$ cat src/rtl/mem_port_arbiter_pkg.sv
// Shared types for the unified memory port arbiter.
// Holds the arbiter FSM encodings and grant selector.
package mem_port_arbiter_pkg;

  typedef enum logic [1:0] {
    ARB_IDLE      = 2'd0,
    ARB_INST_WAIT = 2'd1,
    ARB_DATA_WAIT = 2'd2
  } arb_state_e;

  typedef enum logic [1:0] {
    GNT_NONE = 2'd0,
    GNT_INST = 2'd1,
    GNT_DATA = 2'd2
  } arb_gnt_e;

endpackage

$ cat src/rtl/mem_port_arbiter_inst_line_buffer.sv
// One-entry fetch buffer: address/data/valid with hit compare.
// Invalidate takes priority over a same-cycle fill.
module inst_line_buffer #(
  parameter int ADDR_WIDTH = 32,
  parameter int DATA_WIDTH = 32,
  parameter bit EN         = 1'b1
) (
  input  logic                  clk,
  input  logic                  rst,
  input  logic                  lookup_req,
  input  logic [ADDR_WIDTH-1:0] lookup_addr,
  output logic                  hit,
  output logic [DATA_WIDTH-1:0] hit_data,
  input  logic                  fill,
  input  logic [ADDR_WIDTH-1:0] fill_addr,
  input  logic [DATA_WIDTH-1:0] fill_data,
  input  logic                  inval
);

  logic                  valid_q;
  logic [ADDR_WIDTH-1:0] addr_q;
  logic [DATA_WIDTH-1:0] data_q;

  always_ff @(posedge clk or posedge rst) begin
    if (rst) begin
      valid_q <= 1'b0;
      addr_q  <= '0;
      data_q  <= '0;
    end else if (inval) begin
      valid_q <= 1'b0;
    end else if (fill) begin
      valid_q <= 1'b1;
      addr_q  <= fill_addr;
      data_q  <= fill_data;
    end
  end

  assign hit = EN && valid_q && lookup_req
            && (lookup_addr == addr_q);
  assign hit_data = data_q;

endmodule

$ cat src/rtl/mem_port_arbiter.sv
// Shares one memory port between fetch and load/store.
// One outstanding transaction; fetch buffer absorbs re-issues.
module mem_port_arbiter
  import mem_port_arbiter_pkg::*;
#(
  parameter int ADDR_WIDTH      = 32,
  parameter int DATA_WIDTH      = 32,
  parameter int DATA_STREAK_MAX = 4,
  parameter int IBUF_EN         = 1
) (
  input  logic                    clk,
  input  logic                    rst,
  input  logic                    inst_req,
  input  logic [ADDR_WIDTH-1:0]   inst_addr,
  output logic [DATA_WIDTH-1:0]   inst_rdata,
  output logic                    inst_mem_hazard,
  input  logic                    data_req,
  input  logic                    data_we,
  input  logic [DATA_WIDTH/8-1:0] data_wstrb,
  input  logic [ADDR_WIDTH-1:0]   data_addr,
  input  logic [DATA_WIDTH-1:0]   data_wdata,
  output logic [DATA_WIDTH-1:0]   data_rdata,
  output logic                    data_mem_hazard,
  output logic                    mem_req,
  output logic                    mem_we,
  output logic [DATA_WIDTH/8-1:0] mem_wstrb,
  output logic [ADDR_WIDTH-1:0]   mem_addr,
  output logic [DATA_WIDTH-1:0]   mem_wdata,
  input  logic                    mem_ready,
  input  logic                    mem_rvalid,
  input  logic [DATA_WIDTH-1:0]   mem_rdata
);

  localparam int SW = $clog2(DATA_STREAK_MAX + 1);
  localparam logic [SW-1:0] STREAK_MAX =
    SW'(DATA_STREAK_MAX);

  arb_state_e state_q, state_d;
  arb_gnt_e   gnt;

  logic [SW-1:0]         streak_q;
  logic [ADDR_WIDTH-1:0] own_addr_q;
  logic                  own_we_q;
  logic                  lock_q;
  logic                  lock_data_q;

  logic                  ibuf_hit;
  logic [DATA_WIDTH-1:0] ibuf_data;
  logic                  eff_inst;
  logic                  accept;
  logic                  inst_done;
  logic                  data_done;
  logic                  fill;
  logic                  store_acc;

  inst_line_buffer #(
    .ADDR_WIDTH (ADDR_WIDTH),
    .DATA_WIDTH (DATA_WIDTH),
    .EN         (IBUF_EN != 0)
  ) u_ibuf (
    .clk         (clk),
    .rst         (rst),
    .lookup_req  (inst_req),
    .lookup_addr (inst_addr),
    .hit         (ibuf_hit),
    .hit_data    (ibuf_data),
    .fill        (fill),
    .fill_addr   (own_addr_q),
    .fill_data   (mem_rdata),
    .inval       (store_acc)
  );

  assign eff_inst = inst_req && !ibuf_hit;

  // A winner left waiting on mem_ready keeps the port
  // for as long as it still requests.
  always_comb begin
    gnt = GNT_NONE;
    if (state_q == ARB_IDLE && !rst) begin
      if (lock_q && lock_data_q && data_req)
        gnt = GNT_DATA;
      else if (lock_q && !lock_data_q && eff_inst)
        gnt = GNT_INST;
      else if (data_req &&
               !(streak_q == STREAK_MAX && eff_inst))
        gnt = GNT_DATA;
      else if (eff_inst)
        gnt = GNT_INST;
    end
  end

  always_comb begin
    mem_req   = 1'b0;
    mem_we    = 1'b0;
    mem_wstrb = '0;
    mem_addr  = '0;
    mem_wdata = '0;
    unique case (1'b1)
      (gnt == GNT_DATA): begin
        mem_req   = 1'b1;
        mem_we    = data_we;
        mem_wstrb = data_we ? data_wstrb : '0;
        mem_addr  = data_addr;
        mem_wdata = data_wdata;
      end
      (gnt == GNT_INST): begin
        mem_req  = 1'b1;
        mem_addr = inst_addr;
      end
      default: ;
    endcase
  end

  assign accept    = mem_req && mem_ready;
  assign store_acc = accept && (gnt == GNT_DATA)
                  && data_we;

  assign inst_done = (state_q == ARB_INST_WAIT)
                  && mem_rvalid;
  assign data_done = (state_q == ARB_DATA_WAIT)
                  && mem_rvalid;

  // A flushed owner gets no fill; response is dropped.
  assign fill = inst_done && inst_req && !own_we_q;

  assign inst_mem_hazard = inst_req && !ibuf_hit
                        && !inst_done;
  assign data_mem_hazard = data_req && !data_done;

  always_comb begin
    inst_rdata = '0;
    data_rdata = '0;
    if (ibuf_hit)
      inst_rdata = ibuf_data;
    else if (inst_done && inst_req)
      inst_rdata = mem_rdata;
    if (data_done && data_req)
      data_rdata = mem_rdata;
  end

  always_comb begin
    state_d = state_q;
    unique case (state_q)
      ARB_IDLE:
        if (accept)
          state_d = (gnt == GNT_DATA) ?
                    ARB_DATA_WAIT : ARB_INST_WAIT;
      ARB_INST_WAIT,
      ARB_DATA_WAIT:
        if (mem_rvalid)
          state_d = ARB_IDLE;
      default:
        state_d = ARB_IDLE;
    endcase
  end

  always_ff @(posedge clk or posedge rst) begin
    if (rst) begin
      state_q     <= ARB_IDLE;
      streak_q    <= '0;
      own_addr_q  <= '0;
      own_we_q    <= 1'b0;
      lock_q      <= 1'b0;
      lock_data_q <= 1'b0;
    end else begin
      state_q     <= state_d;
      lock_q      <= mem_req && !mem_ready;
      lock_data_q <= (gnt == GNT_DATA);
      if (accept) begin
        own_addr_q <= mem_addr;
        own_we_q   <= mem_we;
      end
      if (!eff_inst || (accept && gnt == GNT_INST))
        streak_q <= '0;
      else if (accept && gnt == GNT_DATA &&
               streak_q != STREAK_MAX)
        streak_q <= streak_q + SW'(1);
    end
  end

endmodule

$ cat config.mk
export PLATFORM = sky130hd
export DESIGN_NAME = mem_port_arbiter
export DESIGN_NICKNAME = d
export VERILOG_FILES = /design/src/rtl/mem_port_arbiter_pkg.sv /design/src/rtl/mem_port_arbiter_inst_line_buffer.sv /design/src/rtl/mem_port_arbiter.sv
export SDC_FILE = /design/constraint.sdc
export NUM_CORES = 1
export LEC_CHECK = 0
export BUFFER_PORTS_ARGS = -buffer_cell sky130_fd_sc_hd__buf_2
export CORE_MARGIN = 3
export CORE_UTILIZATION = 43
export DETAILED_ROUTE_END_ITERATION = 10
export GPL_TIMING_DRIVEN = 0
export PLACE_DENSITY = 0.78
export SETUP_SLACK_MARGIN = 0.4
export SKIP_LAST_GASP = 1
export SLEW_MARGIN = 20
export SYNTH_ARGS = -nofsm -noshare
export SYNTH_HDL_FRONTEND = slang
export SYNTH_SLANG_ARGS = --single-unit
$ cat constraint.sdc
create_clock -name clk -period 3.9 [get_ports clk]
set_input_delay 0.78 -clock clk [delete_from_list [all_inputs] [get_ports clk]]
set_output_delay 0.78 -clock clk [all_outputs]
set_load 0.02 [all_outputs]
---- After elaboration in Yosys (flattened, before gate mapping) ----
Index checks and enable logic that the tools add are counted.
storage, ports and cells
  flip-flop bits (word level) ............. 105
  bits of input ports ..................... 139
  output and inout bits ................... 136
  word-level logic and storage cells ...... 82
cells by class
  $add $sub $neg .......................... 1
  equality and inequality tests ........... 9
  muxes and demuxes ....................... 22
  bitwise logic cells ..................... 1
  reduce and logical (&&, ||, !) cells .... 40
operators with widths
  kind                   number
  $mux W32               4
  $pmux W32 S2           1
  $eq A32 B32 Y1         1
  $logic_and A1 B1 Y1    23
  $mux W2                7
  $logic_not A1 Y1       9
  $mux W4                2
  $mux W3                2
  $mux W1                5
  $eq A2 B1 Y1 const B   2
  $eq A2 B2 Y1 const B   2
  $ne A2 B2 Y1 const B   2
  $pmux W2 S2            1
  $reduce_and A2 Y1      2
  $reduce_bool A2 Y1     2
  $reduce_or A2 Y1       2
  $add A3 B1 Y3 const B  1
  $eq A3 B3 Y1 const B   1
  $ne A3 B3 Y1 const B   1
  $logic_not A2 Y1       1
  $logic_or A1 B1 Y1     1
  $not A1 Y1             1

---- Longest topological paths before layout ----
  depth in word-level cells ............... 19
  gate-level depth with buffers ........... 15

---- By module ----
From an unflattened synthesis, not the netlist that was laid out.
unflattened totals
  cell total of the unflattened synthesis .. 542
  area total of the unflattened synthesis .. 6189.7 um2
modules (own cells, without submodules)
  module            times used  cells an instance  area an instance (um2)
  mem_port_arbiter  1           358                3417.0
  inst_line_buffer  1           184                2772.7

---- Worst setup path before layout ----
Ideal clock, no wire load.
  path type ............................... input -> register
  from .................................... in inst_addr[22]
  to ...................................... reg u_ibuf.addr_q[0]
  library setup time ...................... 0.125 ns
  data arrival time ....................... 3.837 ns
  slack ................................... -0.062 ns
  stages on the path ...................... 15
  path through ............................ xor2_1 > nor4_1 > nand3_1 > or4_1 > buf_2 > buf_6 > a31oi_1 > ha_1 > buf_2 > and2_1 > nand2_1 > nand3b_1 > clkbuf_1 > buf_2 > mux2_2
between the ends
  word-level cells in the longest chain between the ends .. 19
RTL lines
  what                                                 RTL line                                                                  source
  from (decl)                                          mem_port_arbiter.sv:14                                                    input logic [ADDR_WIDTH-1:0] inst_addr,
  $eq A32 B32 Y1 (*)                                   mem_port_arbiter_inst_line_buffer.sv:39                                   && (lookup_addr == addr_q);
  $logic_and A1 B1 Y1 (*)                              mem_port_arbiter_inst_line_buffer.sv:39
  $logic_not A1 Y1 (*)                                 mem_port_arbiter.sv:73                                                    assign eff_inst = inst_req && !ibuf_hit;
  $logic_and A1 B1 Y1 (*)                              mem_port_arbiter.sv:73
  $logic_and A1 B1 Y1                                  mem_port_arbiter.sv:85                                                    !(streak_q == STREAK_MAX && eff_inst))
  $logic_not A1 Y1                                     mem_port_arbiter.sv:85
  $logic_and A1 B1 Y1                                  mem_port_arbiter.sv:84                                                    else if (data_req &&
  $mux W2                                              mem_port_arbiter.sv:84
  [3 not listed]                                       n/a
  $eq A2 B2 Y1 / $eq A2 B1 Y1 (equally long branches)  mem_port_arbiter.sv:99, mem_port_arbiter.sv:115, mem_port_arbiter.sv:106
  $reduce_or A2 Y1 (no source line)                    n/a
  $mux W1                                              mem_port_arbiter.sv:98                                                    unique case (1'b1)
  $logic_and A1 B1 Y1                                  mem_port_arbiter.sv:114                                                   assign accept = mem_req && mem_ready;
  $logic_and A1 B1 Y1 (*)                              mem_port_arbiter.sv:115                                                   assign store_acc = accept && (gnt == GNT_DATA)
  $logic_and A1 B1 Y1 (*)                              mem_port_arbiter.sv:116                                                   && data_we;
  $not A1 Y1 (no source line) (*)                      n/a
  $reduce_and A2 Y1 (no source line) (*)               n/a
  to (signal assigned)                                 mem_port_arbiter_inst_line_buffer.sv:33                                   addr_q <= fill_addr;
  to (decl)                                            mem_port_arbiter_inst_line_buffer.sv:21                                   logic [ADDR_WIDTH-1:0] addr_q;
Mark *: on every way between the ends. The rest lies on a longest branch, timed or not.
A chain may end at the register's enable or synchronous reset.

---- Final worst setup path ----
  from .................................... in inst_addr[21]
  to ...................................... out mem_addr[0]
between the ends
  word-level cells in the longest chain between the ends .. 13
RTL lines
  what                                                 RTL line                                         source
  $eq A32 B32 Y1 (*)                                   mem_port_arbiter_inst_line_buffer.sv:39
  $logic_and A1 B1 Y1 (*)                              mem_port_arbiter_inst_line_buffer.sv:39
  $logic_not A1 Y1 (*)                                 mem_port_arbiter.sv:73
  $logic_and A1 B1 Y1 (*)                              mem_port_arbiter.sv:73
  $logic_and A1 B1 Y1                                  mem_port_arbiter.sv:85
  $logic_not A1 Y1                                     mem_port_arbiter.sv:85
  $logic_and A1 B1 Y1                                  mem_port_arbiter.sv:84
  $mux W2                                              mem_port_arbiter.sv:84
  $mux W2 (*)                                          mem_port_arbiter.sv:82                           else if (lock_q && !lock_data_q && eff_inst)
  $mux W2 (*)                                          mem_port_arbiter.sv:80                           if (lock_q && lock_data_q && data_req)
  $mux W2 (*)                                          mem_port_arbiter.sv:79                           if (state_q == ARB_IDLE && !rst) begin
  $eq A2 B1 Y1 / $eq A2 B2 Y1 (equally long branches)  mem_port_arbiter.sv:106, mem_port_arbiter.sv:99
  $pmux W32 S2 (*)                                     mem_port_arbiter.sv:98
  to (decl)                                            mem_port_arbiter.sv:27                           output logic [ADDR_WIDTH-1:0] mem_addr,
Marks and branches as above.

==> flow_summary.yaml <==
status:
  outcome: "finished, violations left"
  violations: "negative setup slack"
synth:
  yosysWarnings: 0
  post_synth_main_area_contributors: "sky130_fd_sc_hd__dfrtp_1 45%, sky130_fd_sc_hd__mux2_2 12%, sky130_fd_sc_hd__and2_1 6.9%"
  syn_inst: 600
  postSynthAreaPerCell_um2: 9.80
  synth_nets: 746
  synth-seq-cells: 105
  synth_top_cell_area_share: 0.447
  synth_edf_count: 0
  synthArstFlopShare: 1.00
  synth_sequential_area_ratio: 0.447
  synthDistinctLibCells: 33
  synth-main-ff-cell: "sky130_fd_sc_hd__dfrtp_1"
  yosysTopAreaCell: "sky130_fd_sc_hd__dfrtp_1"
  synth.cell_area_um2: 5880
power:
  irDropWorstVdd_uv: 271
  report.power.total_mw: 4.43
  power.density_nw_per_um2: 447
  total_leakage_power_nw: 5.21
setup_path:
  critical_path_required_ns: 3.12
  critPathTopFamily: "simple AND/OR/NAND/NOR gates"
  cp_num_buf_inv: 6
  crit_slowest_cell: "sky130_fd_sc_hd__or4_4"
  path_cells: "buf_4, xor2_2, nor4_4, nand4_1, or4_4, buf_6, buf_8, a31o_4, ha_4, clkbuf_16, buf_8, a22oi_2, nor2_4, buf_6"
  max_stage_delay_ns: 0.44
  start_kind: "input port"
  worstSetupEndpointType: "output port"
  critPathArrivalTime_ns: 3.48
  worst-setup-path-type: "input port to output port"
  worst-path-max-fanout: 5
floorplan:
  die-area_um2: 15100
  die_w_um: 123
  placement_rows: 42
  floorplan.initialDensity: 0.442
  die_h_um: 123
  design.portCount: 275
  design.core.area_um2: 13300
clocking:
  cts_root_buf: "sky130_fd_sc_hd__clkbuf_16"
  ctsLongestPathBuffers: 2
  worst_setup_hold_path_clk_slew_ns: 0.07
  clock_latency_ns: 0.35
  cts_tree: "yes"
  post_cts_hold_buffer_count: 0
  clock_sink_count: 105
  cts_inserted_buffers: 9
  cts_max_level: 3
finish:
  final-seq-area_um2: 2630
  multiInputGateArea_um2: 3490
  final_common_cell: "sky130_fd_sc_hd__buf_2"
  diodes: 0
  area_growth_syn_to_layout_pct: 68.4
  stdcell_count: 1132
  final_layout_size_suffix_gt1_frac: 0.597
  final_net_count: 1097
  postLayoutCoreUtil: 0.745
  layout.cells.most_common_list: "199 x sky130_fd_sc_hd__buf_2, 105 x sky130_fd_sc_hd__dfrtp_1, 83 x sky130_fd_sc_hd__buf_4"
  final.fill_count: 935
  finalInstanceArea_um2: 9900
grt:
  grt_pass1_wl_um: 30500
  grt_max_degree: 34
  antenna_found_initial: 0
  grt_use_total: 0.265
  grt_overflow_total: 0
  first_global_vias: 5684
placement:
  dpl_cell_area_um2: 8170
  place_inst: 1053
  placement.io_buffers: 274
  routabilityCongestion: 0.786
  dpl_worst_slack_ns: -0.659
  post-dp-hpwl_um: 13800
timing:
  grt_setup_unrepaired: "true"
  max_freq_ghz: 0.235
  holdWs_ns: 0.460
  post-route-period-util: 1.09
  period_minus_slack_ns: 4.26
  final.setup.tns_ns: -14.62
  finClkSkew_ns: 0.00931
  number_of_hold_violations_in_the_final_report: 0
  setup_ws_post_layout_ns: -0.355
  slew-limit-headroom: 0.601
  maxSlewViolCount: 0
  finalSetupViolCount: 70
  worst_slew_pin_slew_ns: 0.582
route:
  detail-route-antenna-nets: 0
  detail_route.wl_per_cell_um: 18.9
  remaining_routing_drc_violations: 0
  vias_post_dr: 5773
  dr.first_iter.drc_count: 246
  detailedRoute.firstPassIterationCount: 4
  viasPerCell: 5.10
  drt-total-wl_um: 21400
run:
  timing.max_cap.violations: 0
hold_path:
  hold_class: "input port to asynchronous set/reset pin"
logic make-up (layout without fill, tap and decap cells):
kind of cell,after synthesis,in the layout,share of synthesized area
and+or+nand+nor,201,201,0.168
buffers and inverters,82,438,0.0589
DFF,105,105,0.447
muxes,99,99,0.182
adders and majority gates,7,7,0.0149
AOI/OAI and AO/OA,72,72,0.0785
xor gates and xnor gates,34,34,0.0506
registers in the layout, summed over array words and instances, names as in the netlist:
register	cells
own_addr_q	32
u_ibuf.addr_q	32
u_ibuf.hit_data	32
streak_q	3
state_q	2
lock_data_q	1
lock_q	1
own_we_q	1
u_ibuf.valid_q	1
final timing paths:
| kind | start | depth (start not counted) | slack [ns] | endpoint |
|---|---|---|---|---|
| max | inst_addr[21] | 14 | -0.36 | mem_addr[0] |
| min | rst | 2 | 0.46 | own_addr_q[21]$_DFFE_PP0P_ |
| max reg2reg | u_ibuf.addr_q[14]$_DFFE_PP0P_ | 17 | 0.10 | u_ibuf.hit_data[1]$_DFFE_PP0P_ |
| min reg2reg | own_addr_q[13]$_DFFE_PP0P_ | 2 | 0.48 | own_addr_q[13]$_DFFE_PP0P_ |
| max in group asynchronous | rst | 4 | 2.74 | u_ibuf.addr_q[25]$_DFFE_PP0P_ |
| min in group clk | own_addr_q[13]$_DFFE_PP0P_ | 2 | 0.48 | own_addr_q[13]$_DFFE_PP0P_ |
cells in the mapped netlist, types with 3 or more instances:
master,number
sky130_fd_sc_hd__a22oi_1,32
sky130_fd_sc_hd__and2_1,65
sky130_fd_sc_hd__and3_1,8
sky130_fd_sc_hd__buf_1,3
sky130_fd_sc_hd__buf_2,7
sky130_fd_sc_hd__buf_6,4
sky130_fd_sc_hd__clkbuf_1,28
sky130_fd_sc_hd__dfrtp_1,105
sky130_fd_sc_hd__ha_1,7
sky130_fd_sc_hd__inv_1,40
sky130_fd_sc_hd__mux2_2,65
sky130_fd_sc_hd__mux2i_1,34
sky130_fd_sc_hd__nand2_1,75
sky130_fd_sc_hd__nor2_1,34
sky130_fd_sc_hd__nor3b_1,3
sky130_fd_sc_hd__nor4_1,6
sky130_fd_sc_hd__o21ai_0,33
sky130_fd_sc_hd__xnor2_1,6
sky130_fd_sc_hd__xor2_1,28
timing repair:
item / CTS / global route
pin swaps: 39 / 42
buffers inserted: 30 / 16
resized for setup: 142 / 55
gates cloned: 15 / 2
setup endpoints to repair: 206 / 206
where the power goes:
group | total (mW) | switching, mW | leakage (nW) | internal (mW)
combinational | 1.93 | 0.946 | 3.71 | 0.989
clock | 0.844 | 0.409 | 0.127 | 0.436
sequential | 1.65 | 0.191 | 1.38 | 1.46
total | 4.43 | 1.55 | 5.21 | 2.88
layout make-up:
type | count | area share
clock inverters | 4 | 0.00303
repair buffers | 340 | 0.252
well taps | 176 | 0.0222
clock buffers | 12 | 0.0239
inverters | 40 | 0.0158
plain buffers | 42 | 0.0654
flip-flops and latches | 105 | 0.265
multi-input cells | 413 | 0.352
layer usage:
layer	vias up	wire [um]	GRT usage
li1	2696	-	-
met5	-	0	0
met2	247	11000	0.466
met4	0	588	0.0861
met1	2786	8380	0.332
met3	44	1430	0.0439
(Power assumes the default switching activity.)
